File: src/rtl/puf_response_capture_if.sv
// Signal bundle between the RO comparator/counter side and the PUF response-capture stage.
// The master drives raw response bits, the evaluation count and re-arm; the slave returns the voted result.
interface puf_response_capture_if #(
   parameter int WIDTH = 16,
   parameter int CNT_W = 5
);
   logic [WIDTH-1:0] In;
   logic [CNT_W-1:0] count;
   logic             start;
   logic [WIDTH-1:0] Out;
   logic [WIDTH-1:0] stable_mask;
   logic             valid;
   logic [3:0]       sample_cnt;

   modport master (
      output In, count, start,
      input  Out, stable_mask, valid, sample_cnt
   );

   modport slave (
      input  In, count, start,
      output Out, stable_mask, valid, sample_cnt
   );
endinterface

File: src/rtl/puf_response_capture.sv
// Samples the PUF response on each entry of the evaluation counter into CAPTURE_AT.
// After SAMPLES captures it resolves a bitwise majority vote and a unanimity mask.
module puf_response_capture #(
   parameter int WIDTH      = 16,
   parameter int CNT_W      = 5,
   parameter int CAPTURE_AT = 20,
   parameter int SAMPLES    = 5
) (
   input  logic                   clk,
   input  logic                   Reset,
   puf_response_capture_if.slave  bus
);
   typedef enum logic [1:0] {
      COLLECT = 2'd0,
      RESOLVE = 2'd1,
      DONE    = 2'd2
   } state_t;

   state_t           r_state;
   state_t           w_state_next;
   logic [CNT_W-1:0] r_count_q;
   logic [3:0]       r_sample_cnt;
   logic [3:0]       r_ones [WIDTH];
   logic [WIDTH-1:0] r_out;
   logic [WIDTH-1:0] r_mask;
   logic             r_valid;

   logic             w_match;
   logic             w_accept;
   logic             w_clear;
   logic [WIDTH-1:0] w_vote;
   logic [WIDTH-1:0] w_unan;

   // Edge-detect on the counter so a stalled or saturated count yields one sample.
   assign w_match  = (bus.count == CNT_W'(CAPTURE_AT)) && (r_count_q != CNT_W'(CAPTURE_AT));
   assign w_clear  = Reset || bus.start;
   assign w_accept = (r_state == COLLECT) && w_match && !bus.start;

   always_ff @(posedge clk) begin
      if (Reset) begin
         r_state <= COLLECT;
      end else begin
         r_state <= w_state_next;
      end
   end

   always_comb begin
      w_state_next = r_state;
      if (bus.start) begin
         w_state_next = COLLECT;
      end else begin
         case (r_state)
            COLLECT: begin
               if (w_match && (r_sample_cnt + 4'd1 == 4'(SAMPLES))) begin
                  w_state_next = RESOLVE;
               end
            end
            RESOLVE: w_state_next = DONE;
            DONE:    w_state_next = DONE;
            default: w_state_next = COLLECT;
         endcase
      end
   end

   // count_q survives start so a count parked at CAPTURE_AT is not re-captured.
   always_ff @(posedge clk) begin
      if (Reset) begin
         r_count_q <= '0;
      end else begin
         r_count_q <= bus.count;
      end
   end

   always_ff @(posedge clk) begin
      if (w_clear) begin
         r_sample_cnt <= 4'd0;
      end else if (w_accept) begin
         r_sample_cnt <= r_sample_cnt + 4'd1;
      end
   end

   generate
      for (genvar gi = 0; gi < WIDTH; gi++) begin : g_bit
         always_ff @(posedge clk) begin
            if (w_clear) begin
               r_ones[gi] <= 4'd0;
            end else if (w_accept) begin
               r_ones[gi] <= r_ones[gi] + {3'd0, bus.In[gi]};
            end
         end

         assign w_vote[gi] = (r_ones[gi] > 4'(SAMPLES / 2));
         assign w_unan[gi] = (r_ones[gi] == 4'd0) || (r_ones[gi] == 4'(SAMPLES));
      end
   endgenerate

   // Result registers stay zero until the one-cycle resolve, then hold until cleared.
   always_ff @(posedge clk) begin
      if (w_clear) begin
         r_out   <= '0;
         r_mask  <= '0;
         r_valid <= 1'b0;
      end else if (r_state == RESOLVE) begin
         r_out   <= w_vote;
         r_mask  <= w_unan;
         r_valid <= 1'b1;
      end
   end

   assign bus.Out         = r_out;
   assign bus.stable_mask = r_mask;
   assign bus.valid       = r_valid;
   assign bus.sample_cnt  = r_sample_cnt;
endmodule

File: src/flat_wrapper.sv
// flat-port wrapper written by rule: the top's interface ports become plain ports
module puf_response_capture_flat 
#(
   parameter int WIDTH      = 16,
   parameter int CNT_W      = 5,
   parameter int CAPTURE_AT = 20,
   parameter int SAMPLES    = 5
)
  (clk, Reset, bus_In, bus_count, bus_start, bus_Out, bus_stable_mask, bus_valid, bus_sample_cnt);
  puf_response_capture_if #(.WIDTH(WIDTH), .CNT_W(CNT_W)) bus_i ();
  input  logic clk;
  input  logic Reset;
  input wire logic [$bits(bus_i.In)-1:0] bus_In;
  input wire logic [$bits(bus_i.count)-1:0] bus_count;
  input wire logic [$bits(bus_i.start)-1:0] bus_start;
  output wire logic [$bits(bus_i.Out)-1:0] bus_Out;
  output wire logic [$bits(bus_i.stable_mask)-1:0] bus_stable_mask;
  output wire logic [$bits(bus_i.valid)-1:0] bus_valid;
  output wire logic [$bits(bus_i.sample_cnt)-1:0] bus_sample_cnt;
  assign bus_i.In = bus_In;
  assign bus_i.count = bus_count;
  assign bus_i.start = bus_start;
  assign bus_Out = bus_i.Out;
  assign bus_stable_mask = bus_i.stable_mask;
  assign bus_valid = bus_i.valid;
  assign bus_sample_cnt = bus_i.sample_cnt;
  puf_response_capture #(.WIDTH(WIDTH), .CNT_W(CNT_W), .CAPTURE_AT(CAPTURE_AT), .SAMPLES(SAMPLES)) u_core (.clk(clk), .Reset(Reset), .bus(bus_i));
endmodule
File: config.mk
export PLATFORM = sky130hd
export DESIGN_NAME = puf_response_capture_flat
export DESIGN_NICKNAME = d
export VERILOG_FILES = /design/src/rtl/puf_response_capture_if.sv /design/src/rtl/puf_response_capture.sv /design/src/flat_wrapper.sv
export SDC_FILE = /design/constraint.sdc
export NUM_CORES = 1
export LEC_CHECK = 0
export CAP_MARGIN = 20
export CORE_ASPECT_RATIO = 1.1
export CORE_UTILIZATION = 55
export DETAILED_ROUTE_END_ITERATION = 8
export GPL_ROUTABILITY_DRIVEN = 0
export PLACE_DENSITY = 0.76
export SETUP_SLACK_MARGIN = 0.2
export SYNTH_ARGS = -nofsm -noshare
export SYNTH_HDL_FRONTEND = slang
export SYNTH_SLANG_ARGS = --single-unit
File: constraint.sdc
create_clock -name clk -period 4.5 [get_ports clk]
set_input_delay 0.45 -clock clk [delete_from_list [all_inputs] [get_ports clk]]
set_output_delay 0.45 -clock clk [all_outputs]
set_load 0.02 [all_outputs]
* After elaboration in Yosys (flattened, before gate mapping)
Memory sizes are Yosys's and may differ from the RTL's. Cells that the tools add are included.
Cells by class: $add $sub $neg 17, $lt $le $gt $ge 16, equal/unequal tests 22, multiplexer cells 23, bitwise gates (word level) 16, reduce and logical (&&, ||, !) cells 41
Operator list (count):
- $eq 4x3->1 const B | 17
- $add 4x1->4 | 16
- $gt 4x2->1 const B | 16
- $logic_not 4->1 | 16
- $mux 4 | 16
- $logic_or 1x1->1 | 17
- $or 1x1->1 | 16
- $eq 5x5->1 const B | 1
- $mux 1 | 5
- $ne 5x5->1 const B | 1
- $add 4x1->4 const B | 1
- $logic_and 1x1->1 | 4
- $pmux 2 s2 | 1
- $reduce_or 2->1 | 2
- $eq 2x1->1 const B | 1
- $eq 2x2->1 const B | 1
- $logic_not 2->1 | 1
- $mux 2 | 1
- $ne 2x2->1 const B | 1
- $logic_not 1->1 | 1
Word-level totals: register bits after elaboration 44, memory bits (writable) 64, output and inout bits 37, memories kept 1
Memories:
- u_core.r_ones | depth 16, width 4, read ports 16, clocked after memory_dff 0, write ports 16, RTL line puf_response_capture.sv:23 | logic [3:0] r_ones [WIDTH];

* Longest topological paths before layout
Gate-level depths: netlist of run 1.
word-level depth 8, depth in mapped cells 8, depth with buffers taken out 6

* Least setup slack after synthesis of run 1
OpenSTA, ideal clock, no wires.
kind register to register, from register u_core.r_state[0], to memory u_core.r_ones[0][0] (enable), setup time 689 ps, data arrival time 2033 ps, data required time 3811 ps, slack 1778 ps, cell stages (with the launch flop) 6, buffers on the path 0, clock period less this slack 2722 ps, path through dfxtp_1 -> inv_1 -> ha_1 -> and3_1 -> o211ai_4 -> nand2_1
RTL lines:
- from (decl) | RTL line puf_response_capture.sv:19 | state_t r_state;
- from (signal assigned) | RTL line puf_response_capture.sv:43 | r_state <= w_state_next;
- to (decl) | RTL line puf_response_capture.sv:23

==> summary.json, run 1 <==
{
  "p_switching_uw": 416.7,
  "timing.reg2reg.worst_path_depth": 6,
  "sequentialPowerShare_pct": 62.7,
  "critical_path.startpoint": "Reset",
  "core_area_mm2": 0.008919,
  "number_of_cells_on_the_worst_hold_path": 2,
  "rsz_0062_raised_after_global_routing": "no",
  "cts_repair_resize_count": 0,
  "hold_path.class": "reg2reg",
  "yosys-top-cells-area": "edfxtp_1 (38%), dfxtp_1 (17%), ha_1 (9.1%), xor2_1 (5.5%), and2_1 (3.9%)",
  "worstSetupEndpointType": "flip-flop",
  "unique_masters_post_synth": 35,
  "r2r_setup_slack_ns": 2.35,
  "synth_flop_cell": "edfxtp_1",
  "place_hpwl_um": 6108,
  "worst_clock_skew_ns": 0.01162,
  "hold_path_endpoint": "u_core.bus.valid",
  "grt_pass1_vias": 3272,
  "die-width_um": 93.86,
  "power.internal_uw": 1346,
  "synthMostInstantiatedCell": "edfxtp_1",
  "layout.cells.non_filler": 614,
  "report.final.setup_viol": 0,
  "worstMarginPinSlew_ns": 1.077,
  "pwr-share-clk_pct": 31.2,
  "fin_setup_tns_ns": 0,
  "report.final.hold_viol_count": 0,
  "synth_top_cell_by_area": "edfxtp_1",
  "htreeDepth": 3,
  "detail-route-antenna-nets": 0,
  "grt_max_degree": 50,
  "run_status": "completed",
  "synth_seq_cells": 108,
  "die_area_mm2": 0.009671,
  "synth_sequential_area_ratio_pct": 54.90,
  "synthesis.yosys.warnings": 0,
  "cts_tree": "yes",
  "detailedRoute.firstPassIterationCount": 4,
  "post_route_cells_drive_above_1_share_pct": 7.200,
  "worstPathArrival_ns": 2.76,
  "cts-root-to-sink-buffers": 2,
  "placed_cells_incl_taps": 596,
  "slew_violations": 0,
  "via_density_per_instance": 5.347,
  "max_stage_delay_ns": 0.86,
  "netlist_top_cells_count": "edfxtp_1 (64), dfxtp_1 (44), nor2_1 (43), ha_1 (37)",
  "wl_per_cell_um": 15.11,
  "swShare_pct": 23.64,
  "rr_startpoint": "u_core.r_state[0]",
  "postCtsHoldBufs": 0,
  "area.growth.synth_to_final_pct": 17.65,
  "fp-row-count": 36,
  "crit_slowest_cell": "or2_1",
  "hold_start": "u_core.bus.valid",
  "vias": 3283,
  "path_clk_slew_ns": 0.10,
  "gr-usage-all-layers_pct": 21.03,
  "synth_nets": 495,
  "power.combinational.fraction_pct": 6.2,
  "num-nets-final": 556,
  "fmaxAchievable_mhz": 377.7,
  "yosys.area.top_type_share_pct": 37.65,
  "clock_sinks": 108,
  "cts_root_buf": "clkbuf_8",
  "postRouteWirelength_um": 9275,
  "globalRouteOverflowTotal": 0,
  "cts_buffers": 9,
  "final.min_clock_period_ns": 2.648,
  "timing.critical_path.required_ns": 4.61,
  "number_of_antenna_violations_at_the_first_check_in_global_routing": 0,
  "vdd_ir_drop_max_mv": 0.1833,
  "powerDensity_mw_per_mm2": 293.5,
  "most_common_cell_type_on_the_critical_path": "or2_1",
  "global_route_wire_length_before_repair_um": 15500,
  "synthCells": 434,
  "crit_path_max_fanout": 26,
  "insertedDiodeCount": 0,
  "port_buffers": 60,
  "finalCoreUtilization_pct": 67.34,
  "dieHeight_um": 103.0,
  "critPathLaunchType": "input pin",
  "slew-limit-headroom_pct": 28.23,
  "dr.first_iter.drc_count": 98,
  "initial_utilization_pct": 57.24,
  "insertion_delay_ns": 0.37,
  "synth_area_mm2": 0.005105,
  "async_s_r_ff_share_synth_pct": 0,
  "total_leakage_power_uw": 0.002266,
  "postSynthAreaPerCell_um2": 11.76,
  "synth_enable_flop_cells": 64,
  "top_ports": 61,
  "max_cap_violations": 0,
  "post_cts.repair.setup_buffers": 0,
  "finalCritPeriodShare_pct": 58.83,
  "timing_worst_setup_path_type": "in2reg",
  "critical_path.cell_chain": "clkdlybuf4s50_1 -> or2_1 -> or2_1 -> buf_4 -> nor2_1",
  "post_detailed_route_drc_marker_count": 0,
  "reg2reg_to": "u_core.r_ones[2][4]"
}
-- sequential cells by signal, indices dropped and copies added (netlist names) --
| signal | count |
|---|---|
| u_core.r_count_q | 5 |
| u_core.bus.sample_cnt | 4 |
| u_core.bus.stable_mask | 16 |
| u_core.r_state | 2 |
| u_core.bus.Out | 16 |
| u_core.bus.valid | 1 |
| u_core.r_ones | 64 |
-- stage by stage --
| stage | area [um^2] | total power, uW | worst slack (ns) | hold WS (ns) |
|---|---|---|---|---|
| 4_1_cts | 5971 | 1773 | 1.811 | 0.4905 |
| 6_report | 6006 | 1763 | 1.852 | 0.4842 |
| 3_3_place_gp | 5792 | 1231 | 1.498 | 0.4623 |
| 2_1_floorplan | 5105 | 1186 | 1.778 | 0.4801 |
| 3_5_place_dp | 5792 | 1236 | 1.403 | 0.4704 |
| 5_1_grt | 6006 | 1835 | 1.651 | 0.5145 |
-- worst max-delay path by stage --
stage / slack, ns / to / depth (start not counted)
2_1_floorplan: 1.78 / u_core.r_ones[0][0] / 5
3_3_place_gp: 1.50 / u_core.r_ones[3][0] / 4
3_5_place_dp: 1.40 / u_core.r_ones[3][15] / 5
4_1_cts: 1.81 / u_core.r_ones[0][2] / 5
5_1_grt: 1.65 / u_core.r_ones[3][15] / 5
6_report: 1.85 / u_core.r_ones[3][15] / 5
-- critical path: cells and delay by family --
family	cells	cell delay, ns
AND/OR/NAND/NOR	3	1.32
buffers and inverters	2	0.97
-- cells by family after synthesis --
logic type	after synthesis	share of synthesized area, %
and+or+nand+nor	137	14.14
DFF	108	54.90
AOI/OAI and AO/OA	64	7.917
xor gates and xnor gates	49	8.407
adders and majority gates	37	9.069
buffers and inverters	22	2.230
muxes	17	3.333
-- layout by cell type, fill, tap and decap left out, types with 2 or more instances in the layout --
cell	synthesis	layout
clkbuf_8	0	10
dfxtp_1	44	44
nand3_1	17	17
nor2_1	43	43
a21oi_1	20	20
nor3_1	17	17
a211oi_1	16	16
and2_1	32	32
o221ai_1	2	2
edfxtp_1	64	64
xnor2_1	17	17
buf_4	0	4
clkinv_4	0	3
o21ai_0	19	19
o211ai_1	3	3
clkdlybuf4s50_1	0	60
nor2_2	11	11
nor2b_1	5	5
or2_1	2	2
ha_1	37	36
inv_1	6	6
and3_1	2	2
or3_1	2	2
mux2i_1	17	17
xor2_1	32	32
-- power by group through the flow --
stage / Clock (uW) / Sequential (uW) / Combinational [uW]
final: 549 / 1100 / 109
after global routing: 602 / 1110 / 125
after CTS: 557 / 1100 / 111
after detailed placement: 0 / 1130 / 109
after global placement: 0 / 1120 / 107
after floorplan: 0 / 1120 / 65.5
-- per-layer routing --
metal,part of all wire (%),global-route usage (%),vias to the layer above
met5,0,0,-
met4,1.6,7.337,0
met3,3.4,5.383,12
met2,49,35.65,52
met1,46,26.20,1554
li1,-,-,1665
-- area by class of cell --
| cell class | instances | area, um^2 |
|---|---|---|
| fillers | 693 | 2913 |
| clock buffers | 11 | 141.4 |
| well taps | 114 | 142.6 |
| repair buffers | 66 | 665.6 |
| inverters | 6 | 22.52 |
| clock inverters | 5 | 37.54 |
| multi-input cells | 304 | 2193 |
| flip-flops and latches | 108 | 2803 |
No activity file was read; power rests on OpenSTA's default activity.
==> inputs of run 2 (changes only) <==
Clock period 4.5 ns to 2.6 ns, I/O delays scaled along.
==> run 2 against run 1 <==
Effect of this change:
- setup slack got worse by 1.2 ns
- clock power up 120%
- critical path depth up 2
- combinational power increased by 78%
- die area is the same
- register-to-register slack got worse by 1.7 ns
- cell area increased by 1.2%
- cell count stayed put
- critical path type is now reg2reg
- critical endpoint is now u_core.r_ones[3][11]
- largest cell class unchanged
==> summary.json, run 2 (same netlist as run 1, synthesis figures left out) <==
{
  "run_status": "completed",
  "mostFrequentLayoutCell": "edfxtp_1",
  "postRouteWirelength_um": 9560,
  "global_route_wire_length_before_repair_um": 15470,
  "detailedRoute.firstPassIterationCount": 4,
  "insertedDiodeCount": 0,
  "die_area_mm2": 0.009671,
  "initial_utilization_pct": 57.24,
  "fin_setup_tns_ns": 0,
  "area.growth.synth_to_final_pct": 19.02,
  "grt_max_degree": 65,
  "total_leakage_power_uw": 0.002304,
  "via_density_per_instance": 5.495,
  "fmaxAchievable_mhz": 517.7,
  "rsz_0062_raised_after_global_routing": "no",
  "vias": 3374,
  "crit_path_max_fanout": 32,
  "vdd_ir_drop_max_mv": 0.3086,
  "regArea_mm2": 0.002803,
  "number_of_antenna_violations_at_the_first_check_in_global_routing": 0,
  "place_hpwl_um": 6041,
  "fin_hold_ws_ns": 0.4753,
  "insertion_delay_ns": 0.38,
  "worstMarginPinSlew_ns": 0.5533,
  "timing.critical_path.required_ns": 2.72,
  "detail-route-antenna-nets": 0,
  "dpl-instance-area_mm2": 0.005832,
  "globalRouteOverflowTotal": 0,
  "core_area_mm2": 0.008919,
  "r2r_setup_slack_ns": 0.67,
  "htreeDepth": 3,
  "filler_cell_count": 678,
  "cts_tree": "yes",
  "dieHeight_um": 103.0,
  "worstSetupEndpointType": "flip-flop",
  "clock_sinks": 108,
  "critPathLaunchType": "flip-flop",
  "powerDensity_mw_per_mm2": 546.0,
  "finalCritPeriodShare_pct": 74.29,
  "top_ports": 61,
  "final.min_clock_period_ns": 1.931,
  "report.final.hold_viol_count": 0,
  "cts_repair_resize_count": 0,
  "port_buffers": 60,
  "worst_clock_skew_ns": 0.01020,
  "final_cell_area_mm2": 0.006076,
  "cts_buffers": 9,
  "path_clk_slew_ns": 0.10,
  "worstPathArrival_ns": 2.05,
  "cts_root_buf": "clkbuf_8",
  "placed_cells_incl_taps": 598,
  "cts-root-to-sink-buffers": 2,
  "combined_area_of_the_multi_input_logic_cells_mm2": 0.002193,
  "post_detailed_route_drc_marker_count": 0,
  "largest_register": "u_core.r_ones",
  "fp-row-count": 36,
  "slew_violations": 0,
  "die-width_um": 93.86,
  "largest_register_ff_count": 64,
  "post_route_cells_drive_above_1_share_pct": 7.600,
  "timing_worst_setup_path_type": "reg2reg",
  "commonest_non_fill_non_tap_cells_in_the_layout": "edfxtp_1 (64), clkdlybuf4s50_1 (60), dfxtp_1 (44)",
  "slew-limit-headroom_pct": 63.12,
  "num-nets-final": 556,
  "gr-usage-all-layers_pct": 21.25,
  "max_cap_violations": 0,
  "wl_per_cell_um": 15.57,
  "grt_pass1_vias": 3252,
  "postCtsHoldBufs": 0,
  "layout.cells.non_filler": 614,
  "dr.first_iter.drc_count": 114,
  "hold_path.class": "reg2reg",
  "post_cts.repair.setup_buffers": 0,
  "report.final.setup_viol": 0
}
## run 2: cell types whose count changed in the layout (fill, tap and decap cells not counted), sizes merged
cell    change
bufinv      +2
clkinv      -2
## run 2: worst max-delay path, cell delays in order, from the launching register on
cell      delay [ns]
dfxtp_1         0.37
inv_1           0.07
ha_1            0.25
and3_1          0.19
o211ai_4        0.15
or2_1           0.15
buf_4           0.37
nor2_1          0.11
## run 2: layout make-up
type                       count  area share (%)
sequential                   108           46.13
multi-input combinational    304           36.10
timing repair buffer          66           11.04
clock buffer                  11           2.677
tap                          114           2.348
clock inverter                 5           1.339
inverter                       6          0.3707
## run 2: routing by layer
layer | track usage (%) | part of all wire, % | vias up | wire length, um
met4 | 8.284 | 2.0 | 0 | 191
li1 | - | - | 1672 | -
met3 | 4.646 | 4.0 | 14 | 381
met2 | 35.88 | 47 | 70 | 4540
met1 | 26.78 | 47 | 1618 | 4446
met5 | 0 | 0 | - | 0
## run 2: final timing paths
kind                      from                   end  depth (start not counted)
min           u_core.bus.valid      u_core.bus.valid                          2
max reg2reg  u_core.r_state[0]  u_core.r_ones[3][11]                          7
min reg2reg   u_core.bus.valid      u_core.bus.valid                          2
max          u_core.r_state[0]  u_core.r_ones[3][11]                          7
## run 2: metrics by stage
stage | power (uW) | setup WS (ns) | util (%)
6_report | 3318 | 0.6686 | 68.13
5_1_grt | 3432 | 0.5263 | 68.13
4_1_cts | 3336 | 0.6667 | 68.13
3_5_place_dp | 2141 | 0.5673 | 65.39
3_3_place_gp | 2134 | 0.6393 | 65.39
2_1_floorplan | 2052 | 0.5061 | -
## run 2: power by group
part | internal [uW] | switching (uW)
clock network | 628 | 584
registers | 1860 | 55.0
logic | 96.2 | 97.4
total | 2580 | 736
